[config.mk]
export PLATFORM = sky130hd
export DESIGN_NAME = pkt_dispatch
export DESIGN_NICKNAME = d
export VERILOG_FILES = /design/src/rtl/pkt_dispatch.sv
export SDC_FILE = /design/constraint.sdc
export NUM_CORES = 1
export LEC_CHECK = 0
export CORE_MARGIN = 1
export CORE_UTILIZATION = 25
export DETAILED_ROUTE_END_ITERATION = 10
export RECOVER_POWER = 50
export SLEW_MARGIN = 5
export SYNTH_ARGS = -nofsm -noshare
export SYNTH_HDL_FRONTEND = slang
export SYNTH_SLANG_ARGS = --single-unit
[constraint.sdc]
create_clock -name clk -period 3.2 [get_ports clk]
set_input_delay 0.64 -clock clk [delete_from_list [all_inputs] [get_ports clk]]
set_output_delay 0.64 -clock clk [all_outputs]
set_load 0.01 [all_outputs]
[src/rtl/pkt_dispatch.sv]
// Packet classifier and dispatcher: maps packet type to consumer channels, buffers packets in a
// small FIFO and presents each one to its channels until every channel has acknowledged it.
module pkt_dispatch #(
  parameter int unsigned ID_W   = 16,
  parameter int unsigned TYPE_W = 3,
  parameter int unsigned NUM_CH = 4,
  parameter logic [NUM_CH*(2**TYPE_W)-1:0] CH_MAP = 32'h0112_1862,
  parameter int unsigned DEPTH  = 4,
  parameter bit          FILTER_FOREIGN = 1'b0,
  parameter int unsigned CNT_W  = 8
) (
  input  logic              clk,
  input  logic              nrst,
  input  logic              newpkt,
  input  logic [TYPE_W-1:0] fPktType,
  input  logic [ID_W-1:0]   myNodeID,
  input  logic [ID_W-1:0]   destinationID,
  output logic [NUM_CH-1:0] ch_en,
  input  logic [NUM_CH-1:0] ch_ack,
  output logic [TYPE_W-1:0] pktType_o,
  output logic              iAmDestination,
  output logic              isBroadcast,
  output logic              busy,
  output logic              overflow,
  output logic [CNT_W-1:0]  drop_cnt
);

  localparam int unsigned PTR_W   = $clog2(DEPTH);
  localparam int unsigned OCC_W   = PTR_W + 1;
  localparam int unsigned ENTRY_W = TYPE_W + 2 + NUM_CH;

  typedef enum logic [0:0] {StEmpty, StPresent} state_e;

  logic [ENTRY_W-1:0] mem_q [DEPTH];
  logic [PTR_W-1:0]   wr_ptr_q, rd_ptr_q;
  logic [OCC_W-1:0]   count_q;

  state_e             state_q, state_d;
  logic [NUM_CH-1:0]  pending_q, pending_d;
  logic [TYPE_W-1:0]  type_q, type_d;
  logic               match_q, match_d;
  logic               bcast_q, bcast_d;
  logic               overflow_q;
  logic [CNT_W-1:0]   drop_cnt_q;

  logic               in_match, in_bcast, accept, full, pop, push, drop;
  logic [NUM_CH-1:0]  in_mask;
  logic [ENTRY_W-1:0] head_entry;

  always_comb begin
    in_match = (destinationID == myNodeID);
    in_bcast = &destinationID;
    in_mask  = CH_MAP[fPktType*NUM_CH +: NUM_CH];
    accept   = newpkt && (|in_mask) && (!FILTER_FOREIGN || in_match || in_bcast);
    full     = (count_q == OCC_W'(DEPTH));
    pop      = (state_q == StEmpty) && (count_q != '0);
    // A full FIFO still takes a packet when the head drains an entry in the same cycle.
    push     = accept && (!full || pop);
    drop     = accept && full && !pop;
  end

  assign head_entry = mem_q[rd_ptr_q];

  always_ff @(posedge clk) begin
    if (push) begin
      mem_q[wr_ptr_q] <= {fPktType, in_match, in_bcast, in_mask};
    end
  end

  always_ff @(posedge clk) begin
    if (!nrst) begin
      wr_ptr_q <= '0;
      rd_ptr_q <= '0;
      count_q  <= '0;
    end else begin
      if (push) begin
        wr_ptr_q <= wr_ptr_q + 1'b1;
      end
      if (pop) begin
        rd_ptr_q <= rd_ptr_q + 1'b1;
      end
      unique case ({push, pop})
        2'b10:   count_q <= count_q + 1'b1;
        2'b01:   count_q <= count_q - 1'b1;
        default: count_q <= count_q;
      endcase
    end
  end

  always_comb begin
    state_d   = state_q;
    pending_d = pending_q;
    type_d    = type_q;
    match_d   = match_q;
    bcast_d   = bcast_q;
    unique case (state_q)
      StEmpty: begin
        if (pop) begin
          {type_d, match_d, bcast_d, pending_d} = head_entry;
          state_d = StPresent;
        end
      end
      StPresent: begin
        pending_d = pending_q & ~ch_ack;
        if (pending_d == '0) begin
          // Head fields read as zero while nothing is presented.
          state_d = StEmpty;
          type_d  = '0;
          match_d = 1'b0;
          bcast_d = 1'b0;
        end
      end
      default: state_d = StEmpty;
    endcase
  end

  always_ff @(posedge clk) begin
    if (!nrst) begin
      state_q    <= StEmpty;
      pending_q  <= '0;
      type_q     <= '0;
      match_q    <= 1'b0;
      bcast_q    <= 1'b0;
      overflow_q <= 1'b0;
      drop_cnt_q <= '0;
    end else begin
      state_q    <= state_d;
      pending_q  <= pending_d;
      type_q     <= type_d;
      match_q    <= match_d;
      bcast_q    <= bcast_d;
      overflow_q <= drop;
      if (drop && (drop_cnt_q != '1)) begin
        drop_cnt_q <= drop_cnt_q + 1'b1;
      end
    end
  end

  assign ch_en          = pending_q;
  assign pktType_o      = type_q;
  assign iAmDestination = match_q;
  assign isBroadcast    = bcast_q;
  assign busy           = (state_q == StPresent) || (count_q != '0);
  assign overflow       = overflow_q;
  assign drop_cnt       = drop_cnt_q;

endmodule

==> key figures, run 1 <==
Run status
  – Status: completed

STA
  – Final setup violation count: 0
  – Worst-Margin Slew: 0.750 ns
  – Max Slew Vio Count: 0
  – RSZ-0062 raised after global routing: no
  – Final WS setup: 0.157 ns
  – Min Tclk post-route: 3.04 ns
  – Relative slew slack: 49.9%
  – Final period util: 95.1%
  – Fmax: 329 MHz
  – Total Neg Setup Slack: 0 ns
  – Clock Skew: 0.00366 ns
  – Hold violation count in the final report: 0

Placement
  – Pre-CTS WS: -0.371 ns
  – Placed Area: 3760 µm²
  – I/O Buffers: 60
  – Final RePlAce weighted congestion: 0.722
  – Detail Placement HPWL: 4520 µm

Critical path
  – CP required: 3.44 ns
  – Reg2reg start: count_q[2]
  – Critical path type: in -> reg
  – R2R setup slack: 0.69 ns
  – CP startpoint: fPktType[1]
  – Cells on worst reg2reg path: 9
  – Worst path arrival time: 3.28 ns
  – Worst Setup Start Kind: input pin
  – Reg2reg end: count_q[2]
  – Crit. End Element: flip-flop
  – Worst Path Max Fanout: 7

Yosys
  – Top post-synthesis cells by area: edfxtp_1 (37%), dfxtp_1 (19%), mux4_2 (6.9%), xnor2_1 (5.6%), ha_1 (4.2%)
  – Count of different cell masters after synthesis: 43
  – Synthesis-stage register bit count: 64
  – Synth Area per Inst: 12.3 µm²
  – Synth Area in Compound Gates: 7.88%
  – Simple-gate share of the synthesized area: 14.6%
  – Synth warn: 0
  – Register area share after synthesis: 55.6%
  – Combinational family with the most area after synthesis: simple AND/OR/NAND/NOR gates
  – Syn Inst Count: 240
  – Mapped Area: 2950 µm²
  – Synth top area share: 36.6%
  – Post-synth top area cell: edfxtp_1
  – Syn_nets: 293
  – Post-synthesis mux area share: 7.97%
  – XOR/XNOR Fraction of Synth Area: 6.23%
  – Synth Area in Adders: 4.92%

Route
  – Via count: 2069
  – Post-route DRC violation count: 0
  – Avg WL per Cell: 12.9 µm
  – Detailed Route WL: 5960 µm
  – Initial DRC Count: 94
  – Detail Route Antenna Nets: 0
  – Avg Vias per Cell: 4.49
  – Drt pass-1 iters: 4

Global route
  – Largest net degree at the start of global routing: 25
  – GRT Util Overall: 10.3%
  – Initial antenna violation count: 0
  – First-pass GRT wire length: 9910 µm
  – Gr ovfl total: 0
  – Vias in the first global route: 2099

Cells and area
  – Antenna diode count: 0
  – Nets: 366
  – Final Cell Area: 4040 µm²
  – Most frequent cells in the layout: clkdlybuf4s50_1 (42), edfxtp_1 (36), dfxtp_1 (28)
  – Share of cells above drive strength 1: 12.3%
  – Area growth from synthesis to layout: 36.8%
  – Commonest non-fill, non-tap cell in the layout: clkdlybuf4s50_1

Power
  – Total power: 2.73 mW
  – Static Leakage: 1.38 nW
  – Cell area power density: 675 nW/µm²
  – Peak supply drop: 0.359 mV

Die
  – Die W: 111 µm
  – Ports: 61
  – Die Y: 111 µm
  – Full die area: 12200 µm²
  – FP Rows: 39
  – Initial core utilization: 25.7%
  – Core Area: 11500 µm²

Hold path
  – Min-delay src: ch_en[2]
  – Hold EP: ch_en[2]
  – Hold path cells: 2
  – Hold crit path type: reg -> reg

CTS
  – # Post-CTS Setup Buffers: 0
  – CTS max path bufs: 2
  – # clock sinks: 64
  – CTS tree: yes
  – CTS Root Cell: clkbuf_16
  – H-tree depth: 3
  – Clock Latency Late Sink: 0.32 ns
  – Clk slew on worst S/H paths: 0.05 ns
  – Num CTS Buffers: 9

Job
  – Max-Cap Viols: 0
[cell usage after synthesis]
| cell | n |
|---|---|
| clkbuf_1 | 4 |
| a21oi_1 | 17 |
| o31ai_1 | 3 |
| mux2_2 | 2 |
| and4bb_2 | 1 |
| o41ai_1 | 1 |
| nand4bb_1 | 1 |
| nor2b_1 | 5 |
| mux2i_1 | 1 |
| or3_1 | 1 |
| or4_1 | 2 |
| xnor2_1 | 19 |
| or4b_4 | 1 |
| o211ai_1 | 1 |
| edfxtp_1 | 36 |
| fa_1 | 1 |
| dfxtp_1 | 28 |
| o41a_1 | 1 |
| inv_1 | 12 |
| nand4_1 | 9 |
| nor4_1 | 3 |
| or2_2 | 1 |
| o2111a_1 | 1 |
| nor4_2 | 1 |
| o21ai_0 | 12 |
| nor3b_1 | 1 |
| nand2b_1 | 1 |
| nand3_1 | 6 |
| and2_1 | 4 |
| or3_2 | 3 |
| nor3_1 | 1 |
| and2b_2 | 2 |
| or3b_2 | 1 |
| buf_6 | 1 |
| ha_1 | 10 |
| xor2_1 | 2 |
| or2_1 | 1 |
| and3_1 | 1 |
| nor2_1 | 11 |
| buf_2 | 2 |
| mux4_2 | 9 |
| nand2_1 | 19 |
| o2111ai_4 | 1 |
[per-layer routing]
metal | part of all wire, % | global-route usage (%) | up-vias
li1 | - | - | 1029
met1 | 50 | 13.8 | 967
met2 | 44 | 15.9 | 66
met3 | 4.4 | 1.97 | 7
met4 | 1.3 | 4.80 | 0
met5 | 0 | 0 | -
[cell families after synthesis]
logic type	after synthesis
multiplexers	12
flip-flops	64
buffers and inverters	19
AO/OA/AOI/OAI	37
XOR/XNOR	21
AND/OR/NAND/NOR	76
adder cells (fa/ha/maj)	11
[worst max-delay path, stage by stage]
cell	delay (ns)
dlygate4sd2_1	0.26
buf_6	0.14
ha_1	0.19
or4b_4	0.49
o2111a_1	0.28
inv_1	0.08
ha_2	0.18
inv_1	0.05
fa_1	0.36
xor2_1	0.15
or3_1	0.31
a21oi_1	0.15
[stage by stage]
step | instances | utilization [%] | hold slack [ns]
5_1_grt | 461 | 35.2 | 0.506
6_report | 461 | 35.2 | 0.474
4_1_cts | 461 | 35.4 | 0.480
3_5_place_dp | 445 | 32.8 | 0.473
2_1_floorplan | 240 | - | 0.469
3_3_place_gp | 445 | 32.8 | 0.478
[worst max path at each step]
stage,slack (ns),to,cells after the start
4_1_cts,0.14,count_q[2],12
5_1_grt,0.03,count_q[2],12
3_5_place_dp,-0.37,count_q[2],12
6_report,0.16,count_q[2],12
2_1_floorplan,0.21,count_q[2],11
3_3_place_gp,-0.29,count_q[2],12
[where the power goes]
part,internal (mW),total [mW],switching (mW)
combinational,0.374,0.707,0.333
sequential,0.979,1.09,0.109
clock,0.598,0.931,0.333
total,1.95,2.73,0.776
[registers in the layout, summed over array words and instances, names as in the netlist, named ones only]
| name | cells |
|---|---|
| mem_q | 36 |
| drop_cnt | 8 |
| ch_en | 4 |
| count_q | 3 |
| pktType_o | 3 |
| rd_ptr_q | 2 |
| wr_ptr_q | 2 |
| iAmDestination | 1 |
| isBroadcast | 1 |
| overflow | 1 |
| state_q | 1 |
[timing repair]
item / 4_1_cts / 5_1_grt
hold buffers: 0 / 0
setup endpoints to repair: 1 / 0
resized for setup: 5 / 0
[area by class of cell]
cell class / count / area (µm²)
clock inverter: 6 / 60.1
fill: 1140 / 7430
timing repair buffer: 69 / 654
inverter: 12 / 45.0
clock buffer: 10 / 229
tap: 143 / 179
multi-input combinational: 157 / 1230
sequential: 64 / 1640
Note: power is estimated with default switching activity, not from simulation.
==> run 2, diff against run 1 <==
Settings changed: CORE_UTILIZATION 25 to 45, CTS_CLUSTER_DIAMETER set to 30, PLACE_DENSITY set to 0.72, REMOVE_ABC_BUFFERS set to 1.
==> key figures, run 2 (synthesized netlist as in run 1, its figures left out) <==
Cells and area
  – Area growth from synthesis to layout: 32.0% (was 36.8%)
  – Most frequent cells in the layout: clkdlybuf4s50_1 (41), edfxtp_1 (36), dfxtp_1 (28) (was clkdlybuf4s50_1 (42), edfxtp_1 (36), dfxtp_1 (28))
  – Share of cells above drive strength 1: 13.8% (was 12.3%)
  – Antenna diode count: 0 (unchanged)
  – Most flop-heavy register: mem_q (unchanged)
  – Commonest non-fill, non-tap cell in the layout: clkdlybuf4s50_1 (unchanged)
  – Nets: 367 (was 366)
  – Final Util: 61.3% (was 35.2%)
  – Max reg flops: 36 (unchanged)

Power
  – Clock power frac: 28.9% (was 34.1%)
  – Net Sw Frac: 29.4% (was 28.5%)
  – Static Leakage: 1.35 nW (was 1.38 nW)
  – Peak supply drop: 0.359 mV (about the same)
  – Switching power total: 749 µW (was 776 µW)
  – Logic pwr share: 28.9% (was 25.9%)
  – Flop pwr share: 42.2% (was 39.9%)
  – Cell area power density: 655 nW/µm² (was 675 nW/µm²)
  – Total power: 2.55 mW (was 2.73 mW)
  – Power Internal: 1.80 mW (was 1.95 mW)

CTS
  – CTS Root Cell: clkbuf_8 (was clkbuf_16)
  – # clock sinks: 64 (unchanged)
  – Clk slew on worst S/H paths: 0.07 ns (was 0.05 ns)
  – H-tree depth: 3 (unchanged)
  – Num CTS Buffers: 9 (unchanged)
  – PostCTS Resize Cnt: 0 (was 5)
  – Clock Latency Late Sink: 0.34 ns (was 0.32 ns)
  – # Post-CTS Setup Buffers: 0 (unchanged)
  – CTS max path bufs: 2 (unchanged)
  – Cts hold-fix bufs: 0 (unchanged)
  – CTS tree: yes (unchanged)

Hold path
  – Hold crit path type: reg -> reg (unchanged)
  – Min-delay src: ch_en[2] (unchanged)

Critical path
  – Worst Setup Start Kind: input pin (unchanged)
  – Crit. End Element: flip-flop (unchanged)
  – R2R setup slack: 0.66 ns (was 0.69 ns)
  – Reg2reg start: count_q[0] (was count_q[2])
  – Worst Path Max Fanout: 3 (was 7)
  – Worst path arrival time: 3.26 ns (was 3.28 ns)
  – CP bufs+invs: 3 (was 4)
  – Largest delay share family, worst path: simple AND/OR/NAND/NOR gates (unchanged)
  – CP required: 3.46 ns (was 3.44 ns)
  – Crit-path slowest cell: dlygate4sd3_1 (was or4b_4)
  – Critical path type: in -> reg (unchanged)
  – Critical-path cell list: dlygate4sd3_1, or4b_4, o2111a_1, inv_2, ha_2, inv_1, fa_2, xor2_1, or3_1, a21oi_1 (was dlygate4sd2_1, buf_6, ha_1, or4b_4, o2111a_1, inv_1, ha_2, inv_1, fa_1, xor2_1, or3_1, a21oi_1)
  – Worst path max stage delay: 0.57 ns (was 0.49 ns)
  – CP startpoint: fPktType[2] (was fPktType[1])

Route
  – Post-route DRC violation count: 0 (unchanged)
  – Avg Vias per Cell: 5.33 (was 4.49)
  – Detail Route Antenna Nets: 0 (unchanged)
  – Drt pass-1 iters: 4 (unchanged)
  – Avg WL per Cell: 14.7 µm (was 12.9 µm)
  – Initial DRC Count: 116 (was 94)
  – Via count: 2111 (was 2069)
  – Detailed Route WL: 5810 µm (was 5960 µm)

Placement
  – Final RePlAce weighted congestion: 0.723 (was 0.722)
  – Pre-CTS WS: -0.350 ns (was -0.371 ns)
  – Detail Placement HPWL: 4230 µm (was 4520 µm)
  – I/O Buffers: 60 (unchanged)

Die
  – Die Y: 83.0 µm (was 111 µm)
  – FP Rows: 29 (was 39)
  – Die W: 83.0 µm (was 111 µm)
  – Core Area: 6350 µm² (was 11500 µm²)
  – Ports: 61 (unchanged)
  – Initial core utilization: 46.5% (was 25.7%)
  – Full die area: 6890 µm² (was 12200 µm²)

Job
  – Max-Cap Viols: 0 (unchanged)

Global route
  – First-pass GRT wire length: 9640 µm (was 9910 µm)
  – Vias in the first global route: 2042 (was 2099)
  – GRT Util Overall: 18.1% (was 10.3%)
  – Largest net degree at the start of global routing: 25 (unchanged)
  – Gr ovfl total: 0 (unchanged)
  – Initial antenna violation count: 0 (unchanged)

Run status
  – Status: completed (unchanged)

STA
  – Max Slew Vio Count: 0 (unchanged)
  – Min Tclk post-route: 3.00 ns (was 3.04 ns)
  – Clock Skew: 0.00771 ns (was 0.00366 ns)
  – Final period util: 93.7% (was 95.1%)
  – Fmax: 333 MHz (was 329 MHz)
  – Hold violation count in the final report: 0 (unchanged)
  – Final setup violation count: 0 (unchanged)
  – Worst-Margin Slew: 0.734 ns (was 0.750 ns)
  – RSZ-0062 raised after global routing: no (unchanged)
  – Final WS setup: 0.200 ns (was 0.157 ns)
  – Relative slew slack: 51.0% (was 49.9%)
[run 2: cell types whose count changed in the layout (fill, tap and decap cells not counted), moves of 2 or more]
cell,previous run,this run
buf_4,4,7
clkbuf_8,0,9
clkbuf_16,9,0
dlygate4sd2_1,2,0
[run 2: tightest hold or removal path, delay by kind of cell, from the launching register on]
kind / cells / cell delay (ns)
simple gates: 1 / 0.06
compound gates: 1 / 0.05
flops: 1 / 0.32
[run 2: final timing paths]
path           endpoint  cells after the start
max          count_q[2]                     10
min            ch_en[2]                      2
max reg2reg  count_q[2]                      9
min reg2reg    ch_en[2]                      2
[run 2: stage by stage]
stage	TNS (ns)	instance area, µm²	hold WS [ns]	cells
after floorplan	0	2920	0.469	233
after global placement	-0.288	3690	0.467	380
after detailed placement	-0.464	3690	0.473	380
after CTS	0	3900	0.483	396
after global routing	0	3890	0.500	396
final	0	3890	0.480	396
[run 2: routing by layer]
metal  up-vias  share of wire (%)  global-route usage, %
li1       1032                  -                      -
met5         -                  0                      0
met2        54                 48                   28.1
met3         9                4.6                   5.57
met4         0                2.1                   8.46
met1      1016                 45                   23.2
[run 2: cell type report]
| cell class | count | area, µm² |
|---|---|---|
| Inverter | 12 | 45.0 |
| Timing Repair Buffer | 70 | 667 |
| Fill cell | 534 | 2450 |
| Multi-Input combinational cell | 157 | 1230 |
| Clock buffer | 10 | 128 |
| Clock inverter | 6 | 83.8 |
| Sequential cell | 64 | 1640 |
| Tap cell | 77 | 96.3 |
[run 2: power by group through the flow]
stage / sequential (mW) / combinational (mW) / clock [mW]
2_1_floorplan: 1.10 / 0.424 / 0
3_3_place_gp: 1.09 / 0.735 / 0
3_5_place_dp: 1.10 / 0.748 / 0
4_1_cts: 1.08 / 0.752 / 0.752
5_1_grt: 1.10 / 0.801 / 0.791
6_report: 1.08 / 0.736 / 0.737
==> run 3, diff against run 2 <==
Settings changed: CTS_CLUSTER_SIZE set to 12.
==> results of run 3 <==
No change in the layout: final DEF, timing and power equal those of run 2.
==> RTL edit 1: new RTL, settings of run 2 <==
The parameter `FILTER_FOREIGN` goes from 1'b0 to 1'b1.
--- a/src/rtl/pkt_dispatch.sv
+++ b/src/rtl/pkt_dispatch.sv
@@ -6,7 +6,7 @@
   parameter int unsigned NUM_CH = 4,
   parameter logic [NUM_CH*(2**TYPE_W)-1:0] CH_MAP = 32'h0112_1862,
   parameter int unsigned DEPTH  = 4,
-  parameter bit          FILTER_FOREIGN = 1'b0,
+  parameter bit          FILTER_FOREIGN = 1'b1,
   parameter int unsigned CNT_W  = 8
 ) (
   input  logic              clk,
Behaviour: not the same (Yosys sat finds a counterexample within 4 cycles, from zero or initial values and one cycle with nrst low).
==> RTL edit 1 against run 2 <==
The flow now finishes with violations (design-rule violations). Synthesized area up 6.3%. Wire length up 2.3%. Die area up 6.2%. Cell count up 3.3%. Sequential cell count unchanged. Setup slack worse by 0.095 ns. Final area up 6.0%. Critical endpoint unchanged. Largest cell class unchanged.
Power is not compared: it rests on default switching activity, and its combinational part moved more than twofold at a synthesized area within 25%.
==> RTL edit 1: results (changes against run 2) <==
CP Max Fanout=5 (was 3); hold slack=0.485 ns (was 0.480 ns); final non-filler cell total=409 (was 396); hold path start=drop_cnt[5]$_SDFFE_PN0P_ (was ch_en[2]$_SDFFE_PN0P_); Slowest-stage cell, CP=clkdlybuf4s50_1 (was dlygate4sd3_1); flop2flop setup slack=0.76 ns (was 0.66 ns); Synth area leaders=edfxtp_1 (34%), dfxtp_1 (18%), mux4_2 (6.5%), xor2_1 (4.7%), ha_1 (4.0%) (was edfxtp_1 (37%), dfxtp_1 (19%), mux4_2 (6.9%), xnor2_1 (5.6%), ha_1 (4.2%)); Slew @ Worst Pin=0.918 ns (was 0.734 ns); worst path arrival time=3.37 ns (was 3.26 ns); Placed Area=0.00392 mm^2 (was 0.00369 mm^2); first-pass GRT wire length=9540 um (was 9640 um); Syn Area/Cell=12.8 um^2 (was 12.3 um^2); Setup crit start=fPktType[2] (unchanged); max reg flops=36 (unchanged); Synth cell types=41 (was 43); Non-Clock Inverter Count=11 (was 12); 1st-pass router iterations=7 (was 4); Multi-In Gates=161 (was 157); CP Capture Type=register (unchanged); violated checks=design-rule violations; sequential share of cell area=39.8% (was 42.1%); Tcrit/Tclk final=96.7% (was 93.7%); post-synthesis sequential area ratio=52.3% (was 55.6%); # placed instances=392 (was 380); layout cells sized above 1=16.1% (was 13.8%); total track usage=17.3% (was 18.1%); buffers outside the clock class=77 (was 70); Post-Route WL=5950 um (was 5810 um); Fillers=554 (was 534); # resized after CTS=11 (was 0); hold path endpoint=drop_cnt[5]$_SDFFE_PN0P_ (was ch_en[2]$_SDFFE_PN0P_); CTS Buf Count=9 (unchanged); Root Driver=clkbuf_8 (unchanged); DPL Wire Length=4370 um (was 4230 um); GP Congestion=0.723 (about the same); asr flop ratio synth=0% (unchanged); signal buffers share of area=17.0% (was 17.1%); Worst Skew=0.0114 ns (was 0.00771 ns); Leakage Power=1.46 nW; Peak VDD IR=0.186 mV; multi-input combinational area share=34.4% (was 31.7%); fin nets=377 (was 367); DRC viols=1 (was 0); Place WS=-0.428 ns (was -0.350 ns); vias in the first global route=2103 (was 2042); die width=85.5 um (was 83.0 um); n_diodes=0 (unchanged); Worst-path clk slew=0.07 ns (about the same); number of synthesized flops with an enable pin=36 (unchanged); Via density=5.18 (was 5.33); pwr dens=424 mW/mm^2; postcts setup bufs=1 (was 0); kind of cell adding the most delay to the critical path=buffers and inverters (was simple AND/OR/NAND/NOR gates); RR Startpoint=count_q[0]$_SDFFE_PN0P_ (unchanged); DR iter-0 viols=99 (was 116); worst stage delay on the critical path=0.50 ns (was 0.57 ns); largest net degree at the start of global routing=29 (was 25); clk cell area share=5.39% (was 5.43%); commonest cells in the netlist=edfxtp_1 (36), dfxtp_1 (28), nand2_1 (28) (was edfxtp_1 (36), dfxtp_1 (28), nand2_1 (19), xnor2_1 (19), a21oi_1 (17)); outcome=finished with violations (was finished, final reports clean)
-- RTL edit 1: cell types whose count changed after synthesis, moves of 5 or more --
cell,change
xnor2_1,-16
xor2_1,+15
a21oi_1,-14
nor2_1,-11
o21ai_0,-10
mux2i_1,+9
nand2_1,+9
nand2b_1,+9
a21boi_0,+6
and2_1,+6
nor2b_1,+6
a22oi_1,+5
-- RTL edit 1: kinds of logic after synthesis --
group	after synthesis	share of synthesized area [%]
and+or+nand+nor	85	17.3
AOI/OAI and AO/OA	25	7.42
buffers and inverters	20	2.71
adders and majority gates	11	4.63
DFF	64	52.3
xor gates and xnor gates	20	5.58
muxes	20	10.0
-- RTL edit 1: layer usage --
metal | GRT usage (%) | routed length (um) | part of all wire (%)
met1 | 20.4 | 2590 | 44
met2 | 29.6 | 2990 | 50
met3 | 4.43 | 248 | 4.2
met4 | 8.48 | 120 | 2.0
met5 | 0 | 0 | 0
==> RTL edit 2: new RTL, settings of run 2 <==
Made on the original files. Make the reset (`nrst`) asynchronous in 2 clocked blocks.
--- a/src/rtl/pkt_dispatch.sv
+++ b/src/rtl/pkt_dispatch.sv
@@ -67,7 +67,7 @@
     end
   end
 
-  always_ff @(posedge clk) begin
+  always_ff @(posedge clk or negedge nrst) begin
     if (!nrst) begin
       wr_ptr_q <= '0;
       rd_ptr_q <= '0;
@@ -114,7 +114,7 @@
     endcase
   end
 
-  always_ff @(posedge clk) begin
+  always_ff @(posedge clk or negedge nrst) begin
     if (!nrst) begin
       state_q    <= StEmpty;
       pending_q  <= '0;
Check against the original RTL: differs if nrst is asserted again (counterexample within 4 cycles, from zero or initial values and one cycle with nrst low); with nrst held inactive, the same outputs for 10 cycles.
==> RTL edit 2 against run 2 <==
The flow now finishes with violations (design-rule violations). Setup slack gained 0.015 ns. Synthesized area grew 3.9%. Wire length grew 5.7%. Hold slack gained 0.0085 ns. Register-to-register slack lost 0.04 ns. Die area grew 3.8%. Final area grew 3.6%. Sequential cell count shrank 2. Power grew 16%. Critical endpoint is now count_q[1]$_DFFE_PN0P_. Largest cell class unchanged.
==> RTL edit 2: results (changes against run 2) <==
outcome=finished with violations (was finished, final reports clean); violated checks=design-rule violations; warnings from Yosys=0 (unchanged); Root Driver=clkbuf_8 (unchanged); met2 Track Usage GR=32.4% (was 28.1%); total number of vias=2064 (was 2111); fin nets=356 (was 367); Longest Clk Path Bufs=2 (unchanged); Peak VDD IR=0.311 mV (was 0.359 mV); port bufs=60 (unchanged); DR iter-0 viols=127 (was 116); Leakage Power=1.57 nW (was 1.35 nW); complex-gate fraction of the synthesized area=6.98% (was 7.88%); initial antenna violation count=0 (unchanged); H-tree level count=3 (unchanged); n_diodes=0 (unchanged); CTS Buf Count=9 (unchanged); final non-filler cell total=386 (was 396); later-pin clock latency in the skew report=0.34 ns (about the same); worst path arrival time=3.21 ns (was 3.26 ns); mux contribution to synthesized area=9.96% (was 7.97%); first-pass GRT wire length=10400 um (was 9640 um); # placed instances=370 (was 380); post-synthesis sequential area ratio=56.5% (was 55.6%); worst min-delay path class=reg2reg (unchanged); Placed Area=0.00384 mm^2 (was 0.00369 mm^2); Biggest register=mem_q (unchanged); Synth Area in XOR/XNOR=7.14% (was 6.23%); Syn Area/Cell=13.7 um^2 (was 12.3 um^2); GP Congestion=0.803 (was 0.723); postcts setup bufs=0 (unchanged); layout cells sized above 1=17.8% (was 13.8%); total track usage=19.3% (was 18.1%); Synth area leaders=edfxtp_1 (35%), dfrtp_1 (21%), mux4_2 (6.6%), xnor2_1 (6.0%), ha_1 (3.7%) (was edfxtp_1 (37%), dfxtp_1 (19%), mux4_2 (6.9%), xnor2_1 (5.6%), ha_1 (4.2%)); largest net degree at the start of global routing=27 (was 25); # resized after CTS=0 (unchanged); Slew HR=6.21% (was 51.0%); Post-Route WL=6140 um (was 5810 um); 1st-pass router iterations=7 (was 4); max reg flops=36 (unchanged); met1 usage=23.8% (was 23.2%); asr flop ratio synth=41.9% (was 0%); Worst Skew=0.00696 ns (was 0.00771 ns); number of synthesized flops with an enable pin=36 (unchanged); DPL Wire Length=4560 um (was 4230 um); Synth cell types=46 (was 43); adder-cell share of the synthesized area=4.33% (was 4.92%); CP Max Fanout=3 (unchanged); Worst-path clk slew=0.07 ns (about the same); DRC viols=8 (was 0); met3 usage=3.64% (was 5.57%); commonest cells in the netlist=edfxtp_1 (36), dfrtp_1 (26), xnor2_1 (21) (was edfxtp_1 (36), dfxtp_1 (28), nand2_1 (19), xnor2_1 (19), a21oi_1 (17)); Main synth FF type=edfxtp_1 (unchanged)
RTL edit 2: stage by stage:
stage	power, W	setup WS, ns
floorplan	0.00184	0.367
global placement	0.00223	-0.0123
detailed placement	0.00227	-0.100
CTS	0.00302	0.256
global route	0.00316	0.0644
finish	0.00296	0.215
RTL edit 2: report_power, final:
| part | internal (W) | switching, W | leakage [nW] |
|---|---|---|---|
| combinational | 0.000548 | 0.000440 | 0.785 |
| clock | 0.000437 | 0.000303 | 0.106 |
| sequential | 0.00103 | 0.000202 | 0.676 |
| total | 0.00202 | 0.000944 | 1.57 |
RTL edit 2: cell families (layout without fill, tap and decap cells):
group,after synthesis,after routing
xor+xnor,25,25
fa+ha+maj,10,10
buf+inv,17,102
compound gates,24,24
flops,62,62
mux,18,18
simple gates,68,68
RTL edit 2: worst max-delay path, cell delays in order:
cell and delay, ns:
clkdlybuf4s50_1 0.46, buf_4 0.16, ha_1 0.22, nor4b_1 0.60, a211oi_2 0.17, nor2_1 0.16
fa_1 0.46, o221a_2 0.14, o211a_1 0.19
RTL edit 2: cell type report:
type / count / area [um^2]
tap: 77 / 96.3
inverter: 12 / 45.0
fill: 526 / 2420
multi-input combinational: 145 / 1260
clock inverter: 6 / 86.3
clock buffer: 10 / 128
timing repair buffer: 74 / 683
sequential: 62 / 1730
RTL edit 2: worst paths after layout:
path / from / end / slack (ns) / cells after the start
worst max-delay path: fPktType[0] / count_q[1]$_DFFE_PN0P_ / 0.22 / 9
worst min register to register: drop_cnt[6]$_DFFE_PN0P_ / drop_cnt[6]$_DFFE_PN0P_ / 0.49 / 1
min in group asynchronous: nrst / drop_cnt[7]$_DFFE_PN0P_ / 1.15 / 2
max in group asynchronous: nrst / wr_ptr_q[0]$_DFFE_PN0P_ / 1.22 / 2
worst max register to register: count_q[0]$_DFFE_PN0P_ / count_q[2]$_DFFE_PN0P_ / 0.62 / 8
worst min-delay path: drop_cnt[6]$_DFFE_PN0P_ / drop_cnt[6]$_DFFE_PN0P_ / 0.49 / 1
RTL edit 2: layer usage:
layer | up-vias | routed length [um]
li1 | 999 | -
met1 | 996 | 2710
met2 | 61 | 3100
met3 | 8 | 228
met4 | 0 | 99
met5 | - | 0
